$ cat config.mk
export PLATFORM = sky130hd
export DESIGN_NAME = rename_free_list_ctrl
export DESIGN_NICKNAME = d
export VERILOG_FILES = /design/src/rtl/rename_free_list_ctrl.sv
export SDC_FILE = /design/constraint.sdc
export NUM_CORES = 1
export LEC_CHECK = 0
export CAP_MARGIN = 10
export CORE_MARGIN = 1
export CORE_UTILIZATION = 32
export DETAILED_ROUTE_END_ITERATION = 12
export SLEW_MARGIN = 0
export SYNTH_ARGS = -nofsm -noshare
export SYNTH_HDL_FRONTEND = slang
export SYNTH_SLANG_ARGS = --single-unit
$ cat constraint.sdc
create_clock -name clk -period 7.47 [get_ports clk]
set_clock_uncertainty 0.15 [all_clocks]
set_input_delay 1.494 -clock clk [delete_from_list [all_inputs] [get_ports clk]]
set_output_delay 1.494 -clock clk [all_outputs]
set_load 0.1 [all_outputs]
$ cat src/rtl/rename_free_list_ctrl.sv
// Free-list controller for register renaming: hands out free physical tags to
// destination-writing instructions, reclaims tags at commit, rewinds on flush.
module rename_free_list_ctrl #(
    parameter int PREG_W   = 6,
    parameter int AREG_W   = 5,
    parameter int FL_DEPTH = 32
) (
    input  logic              clk,
    input  logic              reset,
    input  logic              dec_valid,
    output logic              dec_ready,
    input  logic              dec_wr,
    input  logic [AREG_W-1:0] dec_dest,
    output logic              alloc_valid,
    output logic [AREG_W-1:0] alloc_arch,
    output logic [PREG_W-1:0] alloc_phys,
    input  logic              commit_valid,
    input  logic              commit_alloc,
    input  logic [PREG_W-1:0] commit_free_phys,
    input  logic              flush,
    output logic              rt_restore,
    output logic [PREG_W-1:0] free_count,
    output logic [15:0]       stall_cycles
);

    localparam int IDX_W = $clog2(FL_DEPTH);
    localparam int PTR_W = IDX_W + 1;

    typedef enum logic {ST_RUN, ST_RECOVER} state_t;

    state_t                         state_q, state_d;
    logic [PTR_W-1:0]               head_q, head_d;
    logic [PTR_W-1:0]               chead_q, chead_d;
    logic [PTR_W-1:0]               tail_q, tail_d;
    logic [15:0]                    stall_q, stall_d;
    logic [FL_DEPTH-1:0][PREG_W-1:0] mem_q, mem_d;

    logic [PTR_W-1:0] occ;
    logic             is_alloc;
    logic             has_free;
    logic             fire;
    logic             alloc_fire;
    logic             commit_do;

    // Pointers carry a wrap bit, so tail - head is the number of free tags
    // and equal pointers unambiguously mean "no free tags".
    assign occ        = tail_q - head_q;
    assign has_free   = (tail_q != head_q);
    assign is_alloc   = dec_wr && (dec_dest != '0);
    assign fire       = dec_valid && dec_ready;
    assign alloc_fire = fire && is_alloc;
    assign commit_do  = commit_valid && commit_alloc;

    // State register
    always_ff @(posedge clk or negedge reset) begin
        if (!reset) begin
            state_q <= ST_RUN;
        end else begin
            state_q <= state_d;
        end
    end

    // Next state: every flush (including one during recovery) lands in RECOVER
    always_comb begin
        state_d = ST_RUN;
        if (flush) begin
            state_d = ST_RECOVER;
        end
    end

    // FSM outputs
    always_comb begin
        dec_ready  = 1'b0;
        rt_restore = 1'b0;
        case (state_q)
            ST_RUN: begin
                dec_ready = !flush && (!is_alloc || has_free);
            end
            ST_RECOVER: begin
                rt_restore = 1'b1;
            end
            default: begin
                dec_ready  = 1'b0;
                rt_restore = 1'b0;
            end
        endcase
    end

    assign alloc_valid  = alloc_fire;
    assign alloc_arch   = dec_dest;
    assign alloc_phys   = mem_q[head_q[IDX_W-1:0]];
    assign free_count   = PREG_W'(occ);
    assign stall_cycles = stall_q;

    // Commit is applied before the flush rewind so the restored head already
    // accounts for a tag retired in the flush cycle.
    always_comb begin
        mem_d   = mem_q;
        tail_d  = tail_q;
        chead_d = chead_q;
        if (commit_do) begin
            mem_d[tail_q[IDX_W-1:0]] = commit_free_phys;
            tail_d                   = tail_q + 1'b1;
            chead_d                  = chead_q + 1'b1;
        end

        head_d = head_q;
        if (flush) begin
            head_d = chead_d;
        end else if (alloc_fire) begin
            head_d = head_q + 1'b1;
        end

        stall_d = stall_q;
        if (dec_valid && !dec_ready && (stall_q != 16'hFFFF)) begin
            stall_d = stall_q + 16'd1;
        end
    end

    always_ff @(posedge clk or negedge reset) begin
        if (!reset) begin
            head_q  <= '0;
            chead_q <= '0;
            tail_q  <= PTR_W'(FL_DEPTH);
            stall_q <= '0;
            for (int i = 0; i < FL_DEPTH; i++) begin
                mem_q[i] <= PREG_W'(FL_DEPTH + i);
            end
        end else begin
            head_q  <= head_d;
            chead_q <= chead_d;
            tail_q  <= tail_d;
            stall_q <= stall_d;
            mem_q   <= mem_d;
        end
    end

endmodule
# After elaboration in Yosys (flattened, before gate mapping)
# Index checks and enable logic that the tools add are counted.
[word_totals]
ff_bits = 227
input_bits = 18
[classes]
add_sub_neg = 5
n_lt_le_gt_ge = 3
n_eq_ne = 2
muxes = 11
reduce_logical = 14
[ops]
columns = ["op", "n"]
rows = [
  ["$bwmux W192", 1],
  ["$bmux W6 S5", 1],
  ["$demux W6 S5", 1],
  ["$mux W6", 5],
  ["$add A6 B1 Y6 const B", 3],
  ["$add A16 B1 Y16 const B", 1],
  ["$ne A16 B16 Y1 const B", 1],
  ["$lt A5 B6 Y1 const B", 2],
  ["$logic_and A1 B1 Y1", 8],
  ["$ne A6 B6 Y1", 1],
  ["$sub A6 B6 Y6", 1],
  ["$ge A5 B1 Y1 const B", 1],
  ["$reduce_bool A5 Y1", 1],
  ["$logic_not A1 Y1", 3],
  ["$mux W1", 3],
  ["$reduce_bool A2 Y1", 1],
  ["$logic_or A1 B1 Y1", 1],
]

# Longest topological paths before layout
# Gate-level depths: netlist of run 1.
[depth]
depth_word = 10
ltp_mapped = 9
mapped_depth_nobuf = 7

# Worst setup path after synthesis of run 1
# OpenSTA, ideal clock, no wires.
[synth_timing]
kind = "input -> output"
startpoint = "input port dec_dest[0]"
endpoint = "output port dec_ready"
arrival_time_ns = 4.759
required_time_ns = 5.826
path_slack_ns = 1.067
path_stages = 3
n_path_buf = 0
path_cell_list = "or4_4 -> or2_4 -> a311oi_1"
[synth_between]
elab_chain_cells = 6
[synth_lines]
columns = ["item", "line", "source"]
rows = [
  ["start: declaration", "13", "input logic [AREG_W-1:0] dec_dest,"],
  ["$reduce_bool A5 Y1", "49", "assign is_alloc = dec_wr && (dec_dest != '0);"],
  ["$logic_and A1 B1 Y1", "49", ""],
  ["$logic_not A1 Y1", "77", "dec_ready = !flush && (!is_alloc || has_free);"],
  ["$logic_or A1 B1 Y1", "77", ""],
  ["$logic_and A1 B1 Y1", "77", ""],
  ["$mux W1", "75", "case (state_q)"],
  ["end: declaration", "11", "output logic dec_ready,"],
]
# No other way between the ends.

# Worst setup path in the final report of run 1
[layout_timing]
startpoint = "register head_q[1]"
endpoint = "output port free_count[5]"
[layout_between]
elab_chain_cells = 1
[layout_lines]
columns = ["item", "line", "source"]
rows = [
  ["start: declaration", "32", "logic [PTR_W-1:0] head_q, head_d;"],
  ["start signal: assignment", "122", "head_q <= '0;"],
  ["start signal: assignment", "130", "head_q <= head_d;"],
  ["$sub A6 B6 Y6", "47", "assign occ = tail_q - head_q;"],
  ["end: declaration", "22", "output logic [PREG_W-1:0] free_count,"],
]
# No other way between the ends.

==> impl_results.html, run 1 <==
<table>
<tr><th>Metric</th><th>Value</th></tr>
<tr><th colspan="2">Run status</th></tr>
<tr><td>Result of the run</td><td>complete, no violations</td></tr>
<tr><th colspan="2">Synthesis</th></tr>
<tr><td>Synth Net Count</td><td>around 870</td></tr>
<tr><td>Multiplexer share of the synthesized area</td><td>0.2926</td></tr>
<tr><td>Combinational family with the most area after synthesis</td><td>multiplexers</td></tr>
<tr><td>Count of distinct cell types in the synthesized netlist</td><td>46</td></tr>
<tr><td>Cell types with the largest area share after synthesis</td><td>sky130_fd_sc_hd__dfstp_2 (27%), sky130_fd_sc_hd__dfrtp_1 (26%), sky130_fd_sc_hd__mux2_2 (20%)</td></tr>
<tr><td>Most numerous cell in the Yosys netlist</td><td>sky130_fd_sc_hd__mux2_2</td></tr>
<tr><td>Compound-Gate Fraction of Synth Area</td><td>0.03308</td></tr>
<tr><td>Post-synthesis sequential area ratio</td><td>0.5271</td></tr>
<tr><td>Number of flops mapped to enable cells by yosys</td><td>0</td></tr>
<tr><td>Xor/xnor cell area share of the yosys netlist</td><td>0.02538</td></tr>
<tr><td>Yosys top cell by area</td><td>sky130_fd_sc_hd__dfstp_2</td></tr>
<tr><td>Flip-flop and latch count after synthesis</td><td>227</td></tr>
<tr><td>Most frequent cells after synthesis</td><td>sky130_fd_sc_hd__mux2_2 (195), sky130_fd_sc_hd__dfrtp_1 (114), sky130_fd_sc_hd__dfstp_2 (113), sky130_fd_sc_hd__nand2_1 (82), sky130_fd_sc_hd__mux2i_1 (48)</td></tr>
<tr><td>Count of synthesis-stage warnings from yosys</td><td>0</td></tr>
<tr><td>Mapped cell area</td><td>about 0.011 mm2</td></tr>
<tr><td>Post-synth top area share</td><td>0.2688</td></tr>
<tr><td>Asr flop ratio synth</td><td>1.000</td></tr>
<tr><td>Simple-gate share of the synthesized area</td><td>0.08066</td></tr>
<tr><td>Share of synthesized cell area in full adder, half adder and majority cells</td><td>0.01541</td></tr>
<tr><td>Cells after Synth</td><td>842</td></tr>
<tr><td>Main flop type after synthesis</td><td>sky130_fd_sc_hd__dfrtp_1</td></tr>
<tr><td>Mean post-synth cell area</td><td>about 13 um2</td></tr>
<tr><th colspan="2">GRT</th></tr>
<tr><td>Overall track demand over capacity in global routing</td><td>0.1448</td></tr>
<tr><td>Initial antenna violation count</td><td>0</td></tr>
<tr><td>Total congestion overflow after global routing</td><td>0</td></tr>
<tr><td>Via count of the first global-routing pass</td><td>between 6000 and 7000</td></tr>
<tr><td>Maximum number of pins on one net before global-route repair</td><td>90</td></tr>
<tr><td>Wire length of the first global-routing pass</td><td>roughly 40000 um</td></tr>
<tr><th colspan="2">Timing</th></tr>
<tr><td>Final worst-path cycle share</td><td>0.8150</td></tr>
<tr><td>Unrepaired setup endpoints after global routing</td><td>no</td></tr>
<tr><td>Setup total negative slack</td><td>0 ns</td></tr>
<tr><td>Final setup margin</td><td>1.382 ns</td></tr>
<tr><td>Min Clock Period, post-route</td><td>6.088 ns</td></tr>
<tr><td>Setup-violating endpoint count in the final report</td><td>0</td></tr>
<tr><td>Fmax</td><td>between 0.15 and 0.2 GHz</td></tr>
<tr><td>Worst Tran Pin Value</td><td>slightly above 1 ns</td></tr>
<tr><td>Rel. slew slack</td><td>0.3168</td></tr>
<tr><td>Max Slew Vio Count</td><td>0</td></tr>
<tr><td>Fin. Hold Viols</td><td>0</td></tr>
<tr><th colspan="2">Placement</th></tr>
<tr><td>Setup slack at placement</td><td>1.626 ns</td></tr>
<tr><td>Routability congestion estimate</td><td>a little over 0.8</td></tr>
<tr><td>Hpwl dp</td><td>~17000 um</td></tr>
<tr><td>Port-buffer cells</td><td>between 50 and 60</td></tr>
<tr><th colspan="2">Final layout</th></tr>
<tr><td>Inserted Diodes</td><td>0</td></tr>
<tr><td>Fin nets</td><td>between 900 and 1000</td></tr>
<tr><td>Post-synthesis to final-layout area growth</td><td>16.17%</td></tr>
<tr><td>Fillcell total</td><td>between 3000 and 4000</td></tr>
<tr><td>Layout cells sized above 1</td><td>0.4362</td></tr>
<tr><th colspan="2">Detailed routing</th></tr>
<tr><td>Remaining antenna violation count</td><td>0</td></tr>
<tr><td>DRC violation count after routing</td><td>0</td></tr>
<tr><td>Overall via count from detail_route</td><td>slightly below 7000</td></tr>
<tr><td>Length of the first detailed-routing pass in iterations</td><td>4</td></tr>
<tr><td>Iteration-0 DRC count of the detailed router</td><td>about 360</td></tr>
<tr><td>Avg WL per Cell</td><td>around 18 um</td></tr>
<tr><td>Post-detailed-route via-to-cell ratio</td><td>approximately 5</td></tr>
<tr><td>Post-Route WL</td><td>around 25000 um</td></tr>
<tr><th colspan="2">Setup path</th></tr>
<tr><td>Critical path fanouts, max</td><td>18</td></tr>
<tr><td>Required time of the critical path</td><td>just under 6 ns</td></tr>
<tr><td>Kind of start point of the critical path</td><td>flip-flop</td></tr>
<tr><td>CP Capture Type</td><td>output pin</td></tr>
<tr><td>Critical Setup Path Class</td><td>reg -&gt; out</td></tr>
<tr><td>Data arrival time at the worst-slack endpoint</td><td>around 4.4 ns</td></tr>
<tr><th colspan="2">Die</th></tr>
<tr><td>Number of ports placed on the die boundary</td><td>54</td></tr>
<tr><td>Starting utilization of the core area</td><td>0.3269</td></tr>
<tr><td>Die span in y</td><td>around 190 um</td></tr>
<tr><td>Total die area</td><td>~0.035 mm2</td></tr>
<tr><td>Row count</td><td>67</td></tr>
<tr><td>Core Box Area</td><td>between 0.03 and 0.04 mm2</td></tr>
<tr><td>Die extent in x</td><td>roughly 190 um</td></tr>
<tr><th colspan="2">Clock tree</th></tr>
<tr><td>Clock tree from TritonCTS</td><td>yes</td></tr>
<tr><td>Maximum buffer depth of the clock tree</td><td>3</td></tr>
<tr><td>Root Buffer Master</td><td>sky130_fd_sc_hd__clkbuf_16</td></tr>
<tr><td>Number of hold buffers added after CTS</td><td>0</td></tr>
<tr><td>Num Clock Sinks</td><td>roughly 230</td></tr>
<tr><td>Count of buffers added by post-CTS timing repair for setup</td><td>0</td></tr>
<tr><td># resized after CTS</td><td>0</td></tr>
<tr><td>Clock-pin slew on the worst setup and hold paths</td><td>~0.06 ns</td></tr>
<tr><td>H-Tree Level Count</td><td>1</td></tr>
<tr><td>Cts bufs inserted</td><td>25</td></tr>
<tr><td>Clock latency on the worst-skew pair</td><td>~0.52 ns</td></tr>
<tr><th colspan="2">Flow run</th></tr>
<tr><td>Max-cap violations</td><td>0</td></tr>
<tr><th colspan="2">Power</th></tr>
<tr><td>Maximum vdd ir drop</td><td>0.5677 mV</td></tr>
<tr><td>Leakage power summed over all cells</td><td>between 5 and 6 nW</td></tr>
<tr><td>Power per standard cell area</td><td>roughly 460 mW/mm2</td></tr>
<tr><th colspan="2">Hold path</th></tr>
<tr><td>Worst min-delay path class</td><td>reg -&gt; reg</td></tr>
</table>
## power by group
group | internal, W | leakage [nW] | switching [W] | total, W
clock network | 0.000765 | 0.418 | 0.000494 | 0.00126
logic | 0.000915 | 2.36 | 0.00163 | 0.00255
registers | 0.00172 | 2.66 | 0.000339 | 0.00206
total | 0.00340 | 5.43 | 0.00247 | 0.00587
## routing by layer
metal / vias to the layer above / GRT usage / part of all wire
met3: 37 / 0.02358 / 0.034
met5: - / 0 / 0
li1: 3111 / - / -
met1: 3464 / 0.2003 / 0.47
met2: 110 / 0.2328 / 0.48
met4: 0 / 0.04221 / 0.025
## cell type report
class	instances	area, um2	share of cell area
clock inverters	6	83.83	0.006534
multi-input cells	553	4938	0.3849
flip-flops and latches	227	5826	0.4541
repair buffers	64	618.1	0.04818
clock buffers	40	762.0	0.05939
inverters	11	41.29	0.003218
well taps	448	560.5	0.04369
## cell usage in the layout, fill, tap and decap left out, types with 12 or more instances in the layout
master,instances
sky130_fd_sc_hd__a22oi_1,18
sky130_fd_sc_hd__clkbuf_16,25
sky130_fd_sc_hd__clkdlybuf4s50_1,52
sky130_fd_sc_hd__dfrtp_1,113
sky130_fd_sc_hd__dfstp_2,113
sky130_fd_sc_hd__ha_1,12
sky130_fd_sc_hd__mux2_2,195
sky130_fd_sc_hd__mux2i_1,48
sky130_fd_sc_hd__mux4_2,24
sky130_fd_sc_hd__nand2_1,82
sky130_fd_sc_hd__nand3_1,22
sky130_fd_sc_hd__nor2_1,36
sky130_fd_sc_hd__o21ai_0,14
sky130_fd_sc_hd__xor2_1,21
## path summary, 6_finish.rpt
path	endpoint	slack, ns	cells past startpoint	start
setup / recovery	free_count[5]	1.38	8	head_q[1]$_DFFE_PN0P_
hold / removal	chead_q[5]$_DFF_PN0_	0.33	1	chead_q[5]$_DFF_PN0_
setup reg to reg	stall_cycles[1]$_DFFE_PN0P_	4.20	7	head_q[1]$_DFFE_PN0P_
hold reg to reg	chead_q[5]$_DFF_PN0_	0.33	1	chead_q[5]$_DFF_PN0_
max in group asynchronous	mem_q[72]$_DFFE_PN0P_	4.91	2	reset
min in group asynchronous	stall_cycles[13]$_DFFE_PN0P_	0.80	1	reset
## metrics by stage
step	utilization	instance area (um2)	std cells	hold WS [ns]	total power, W
floorplan	-	11040	842	0.2818	0.003956
global placement	0.3547	11980	1303	0.3061	0.004608
detailed placement	0.3547	11980	1303	0.3129	0.004642
CTS	0.3798	12830	1349	0.3200	0.005919
global route	0.3798	12830	1349	0.3583	0.006168
finish	0.3798	12830	1349	0.3256	0.005867
## registers in the layout, summed over array words and instances, names as in the netlist
signal        cells
chead_q           6
head_q            6
mem_q           192
stall_cycles     16
state_q           1
tail_q            6
## critical path, stage by stage, from the launching register on
cell and delay [ns]:
sky130_fd_sc_hd__dfrtp_1 0.77, sky130_fd_sc_hd__inv_1 0.48, sky130_fd_sc_hd__ha_1 0.43, sky130_fd_sc_hd__nor2b_1 0.13
sky130_fd_sc_hd__o21ai_0 0.21, sky130_fd_sc_hd__a21boi_0 0.17, sky130_fd_sc_hd__or4_1 0.41, sky130_fd_sc_hd__nand3_1 0.15
sky130_fd_sc_hd__clkdlybuf4s50_1 1.15
## logic make-up (layout without fill, tap and decap cells)
logic type      Yosys count  count (layout)
compound gates           52              52
xor+xnor                 32              32
fa+ha+maj                13              13
buf+inv                  62             121
flops                   227             227
mux                     268             268
simple gates            188             188
(Power assumes the default switching activity.)
==> run 2, diff against run 1 <==
==> constraint.sdc (replaced) <==
create_clock -name clk -period 6 [get_ports clk]
set_clock_uncertainty 0.15 [all_clocks]
set_input_delay 1.2 -clock clk [delete_from_list [all_inputs] [get_ports clk]]
set_output_delay 1.2 -clock clk [all_outputs]
set_load 0.1 [all_outputs]
==> impl_results.html, run 2 (synthesized netlist as in run 1, its figures left out) <==
<table>
<tr><th>Metric</th><th>Value</th></tr>
<tr><th colspan="2">Detailed routing</th></tr>
<tr><td>Iteration-0 DRC count of the detailed router</td><td>between 300 and 400</td></tr>
<tr><td>Post-detailed-route via-to-cell ratio</td><td>between 5 and 6</td></tr>
<tr><td>Post-Route WL</td><td>around 26000 um</td></tr>
<tr><td>DRC violation count after routing</td><td>0</td></tr>
<tr><td>Remaining antenna violation count</td><td>0</td></tr>
<tr><td>Length of the first detailed-routing pass in iterations</td><td>5</td></tr>
<tr><td>Avg WL per Cell</td><td>between 15 and 20 um</td></tr>
<tr><td>Overall via count from detail_route</td><td>6780</td></tr>
<tr><th colspan="2">Power</th></tr>
<tr><td>Share of power burned in the clock network</td><td>0.214</td></tr>
<tr><td>Switch share</td><td>0.4222</td></tr>
<tr><td>Internal power component</td><td>0.004223 W</td></tr>
<tr><td>Maximum vdd ir drop</td><td>roughly 0.63 mV</td></tr>
<tr><td>Combinational Power Share</td><td>0.442</td></tr>
<tr><td>Power per standard cell area</td><td>between 500 and 600 mW/mm2</td></tr>
<tr><td>Leakage power summed over all cells</td><td>about 5.4 nW</td></tr>
<tr><td>Switch Pwr</td><td>0.003086 W</td></tr>
<tr><td>Final Power</td><td>between 0.007 and 0.008 W</td></tr>
<tr><td>Share of power burned in registers</td><td>0.344</td></tr>
<tr><th colspan="2">GRT</th></tr>
<tr><td>Via count of the first global-routing pass</td><td>between 7000 and 8000</td></tr>
<tr><td>Met2 track demand over resource in global routing</td><td>0.2521</td></tr>
<tr><td>Global-route met3 utilization</td><td>0.02208</td></tr>
<tr><td>Wire length of the first global-routing pass</td><td>about 42000 um</td></tr>
<tr><td>Total congestion overflow after global routing</td><td>0</td></tr>
<tr><td>M1 GR Usage</td><td>0.2042</td></tr>
<tr><td>Maximum number of pins on one net before global-route repair</td><td>around 140</td></tr>
<tr><td>Overall track demand over capacity in global routing</td><td>0.1514</td></tr>
<tr><td>GR peak layer</td><td>met2</td></tr>
<tr><td>Initial antenna violation count</td><td>0</td></tr>
<tr><th colspan="2">Clock tree</th></tr>
<tr><td>Clock latency on the worst-skew pair</td><td>around 0.54 ns</td></tr>
<tr><td>Count of buffers added by post-CTS timing repair for setup</td><td>0</td></tr>
<tr><td>Num Clock Sinks</td><td>around 230</td></tr>
<tr><td>Clock-pin slew on the worst setup and hold paths</td><td>about 0.060 ns</td></tr>
<tr><td>H-Tree Level Count</td><td>1</td></tr>
<tr><td>Cts bufs inserted</td><td>27</td></tr>
<tr><td>Number of hold buffers added after CTS</td><td>0</td></tr>
<tr><td>Root Buffer Master</td><td>sky130_fd_sc_hd__clkbuf_16</td></tr>
<tr><td># resized after CTS</td><td>0</td></tr>
<tr><td>Clock tree from TritonCTS</td><td>yes</td></tr>
<tr><td>Maximum buffer depth of the clock tree</td><td>3</td></tr>
<tr><th colspan="2">Timing</th></tr>
<tr><td>Setup total negative slack</td><td>0 ns</td></tr>
<tr><td>Final worst-path cycle share</td><td>0.8827</td></tr>
<tr><td>Worst Tran Pin Value</td><td>1.160 ns</td></tr>
<tr><td>Rel. slew slack</td><td>0.2240</td></tr>
<tr><td>Max Slew Vio Count</td><td>0</td></tr>
<tr><td>Fin. Hold Viols</td><td>0</td></tr>
<tr><td>Fmax</td><td>between 0.15 and 0.2 GHz</td></tr>
<tr><td>Unrepaired setup endpoints after global routing</td><td>no</td></tr>
<tr><td>Min Clock Period, post-route</td><td>5.296 ns</td></tr>
<tr><td>Setup-violating endpoint count in the final report</td><td>0</td></tr>
<tr><th colspan="2">Setup path</th></tr>
<tr><td>Critical path fanouts, max</td><td>28</td></tr>
<tr><td>CP Capture Type</td><td>output pin</td></tr>
<tr><td>Source of the critical timing path</td><td>head_q[4]$_DFFE_PN0P_</td></tr>
<tr><td>Kind of start point of the critical path</td><td>flip-flop</td></tr>
<tr><td>Crit Reg-Reg Startpoint</td><td>head_q[4]$_DFFE_PN0P_</td></tr>
<tr><td>Data arrival time at the worst-slack endpoint</td><td>around 4 ns</td></tr>
<tr><td>Required time of the critical path</td><td>4.65 ns</td></tr>
<tr><td>Critical Setup Path Class</td><td>reg -&gt; out</td></tr>
<tr><th colspan="2">Placement</th></tr>
<tr><td>Hpwl dp</td><td>~17000 um</td></tr>
<tr><td>Routability congestion estimate</td><td>0.7731</td></tr>
<tr><td>Port-buffer cells</td><td>53</td></tr>
<tr><th colspan="2">Final layout</th></tr>
<tr><td>Post-synthesis to final-layout area growth</td><td>16.36%</td></tr>
<tr><td>Leading cell types in the layout, fill and taps excluded</td><td>sky130_fd_sc_hd__mux2_2 (195), sky130_fd_sc_hd__dfrtp_1 (113), sky130_fd_sc_hd__dfstp_2 (113)</td></tr>
<tr><td>Flip-flop count of the largest register after layout</td><td>between 150 and 200</td></tr>
<tr><td>Fillcell total</td><td>around 3200</td></tr>
<tr><td>Inserted Diodes</td><td>0</td></tr>
<tr><td>Most common library cell in the layout ignoring fill and taps</td><td>sky130_fd_sc_hd__mux2_2</td></tr>
<tr><td>Fin nets</td><td>between 900 and 1000</td></tr>
<tr><td>Layout cells sized above 1</td><td>0.4376</td></tr>
<tr><td>Register with the most flip-flops</td><td>mem_q</td></tr>
<tr><th colspan="2">Die</th></tr>
<tr><td>Row count</td><td>67</td></tr>
<tr><td>Number of ports placed on the die boundary</td><td>54</td></tr>
<tr><td>Core Box Area</td><td>about 0.034 mm2</td></tr>
<tr><td>Starting utilization of the core area</td><td>0.3269</td></tr>
<tr><td>Die span in y</td><td>187.8 um</td></tr>
<tr><td>Total die area</td><td>about 0.035 mm2</td></tr>
<tr><td>Die extent in x</td><td>~190 um</td></tr>
<tr><th colspan="2">Hold path</th></tr>
<tr><td>Launch instance of the worst min-delay path</td><td>chead_q[5]$_DFF_PN0_</td></tr>
<tr><td>Worst min-delay path class</td><td>reg -&gt; reg</td></tr>
<tr><th colspan="2">Run status</th></tr>
<tr><td>Result of the run</td><td>complete, no violations</td></tr>
<tr><th colspan="2">Flow run</th></tr>
<tr><td>Max-cap violations</td><td>0</td></tr>
</table>
run 2: cell count changes in the layout (fill, tap and decap cells not counted):
cell                              previous run  this run
sky130_fd_sc_hd__clkbuf_16                  25        27
sky130_fd_sc_hd__clkbuf_1                    7        12
sky130_fd_sc_hd__buf_12                      0         2
sky130_fd_sc_hd__buf_4                      11        13
sky130_fd_sc_hd__inv_6                       1         2
sky130_fd_sc_hd__bufinv_16                   2         1
sky130_fd_sc_hd__clkbuf_8                    8         5
sky130_fd_sc_hd__clkdlybuf4s50_1            52        48
run 2: metal layers:
layer / wire length [um] / part of all wire
met5: 0 / 0
met4: 522 / 0.020
met3: 924 / 0.036
met2: 12760 / 0.49
met1: 11780 / 0.45
run 2: cell type report:
| class | count | area (um2) | share of cell area |
|---|---|---|---|
| flip-flops and latches | 227 | 5826 | 0.4533 |
| multi-input cells | 553 | 4938 | 0.3843 |
| clock buffers | 44 | 789.5 | 0.06143 |
| repair buffers | 64 | 633.1 | 0.04926 |
| well taps | 448 | 560.5 | 0.04362 |
| clock inverters | 6 | 62.56 | 0.004868 |
| inverters | 11 | 41.29 | 0.003213 |
run 2: worst paths after layout:
| check | endpoint | slack [ns] | depth (start not counted) |
|---|---|---|---|
| worst max-delay path | alloc_phys[5] | 0.70 | 7 |
| worst min-delay path | chead_q[5]$_DFF_PN0_ | 0.30 | 1 |
| worst max register to register | stall_cycles[1]$_DFFE_PN0P_ | 3.07 | 8 |
| worst min register to register | chead_q[5]$_DFF_PN0_ | 0.30 | 1 |
| max in group asynchronous | mem_q[180]$_DFFE_PN0P_ | 3.94 | 2 |
| min in group asynchronous | stall_cycles[14]$_DFFE_PN0P_ | 0.52 | 1 |
run 2: power groups by stage:
| stage | clock [W] | combinational (W) | sequential [W] |
|---|---|---|---|
| 2_1_floorplan | 0 | 0.00238 | 0.00254 |
| 6_report | 0.00156 | 0.00323 | 0.00251 |
| 5_1_grt | 0.00167 | 0.00342 | 0.00260 |
| 3_3_place_gp | 0 | 0.00323 | 0.00252 |
| 3_5_place_dp | 0 | 0.00325 | 0.00254 |
| 4_1_cts | 0.00160 | 0.00326 | 0.00252 |
run 2: stage by stage:
stage	cell area (um2)	setup WS (ns)	hold WS (ns)	utilization	cells
5_1_grt	12850	0.5664	0.3265	0.3804	1353
6_report	12850	0.7041	0.3028	0.3804	1353
2_1_floorplan	11040	0.1846	0.2818	-	842
3_5_place_dp	12000	1.195	0.3021	0.3552	1303
4_1_cts	12850	0.6190	0.3087	0.3804	1353
3_3_place_gp	12000	1.241	0.3002	0.3552	1303
run 2: worst max-delay path: stages (launching register included):
cell and delay, ns:
sky130_fd_sc_hd__dfrtp_1 0.32, sky130_fd_sc_hd__buf_4 0.39, sky130_fd_sc_hd__inv_1 0.19, sky130_fd_sc_hd__nor2_1 0.87
sky130_fd_sc_hd__a22oi_1 0.22, sky130_fd_sc_hd__nand3_1 0.23, sky130_fd_sc_hd__o221ai_1 0.16, sky130_fd_sc_hd__clkdlybuf4s50_1 1.02
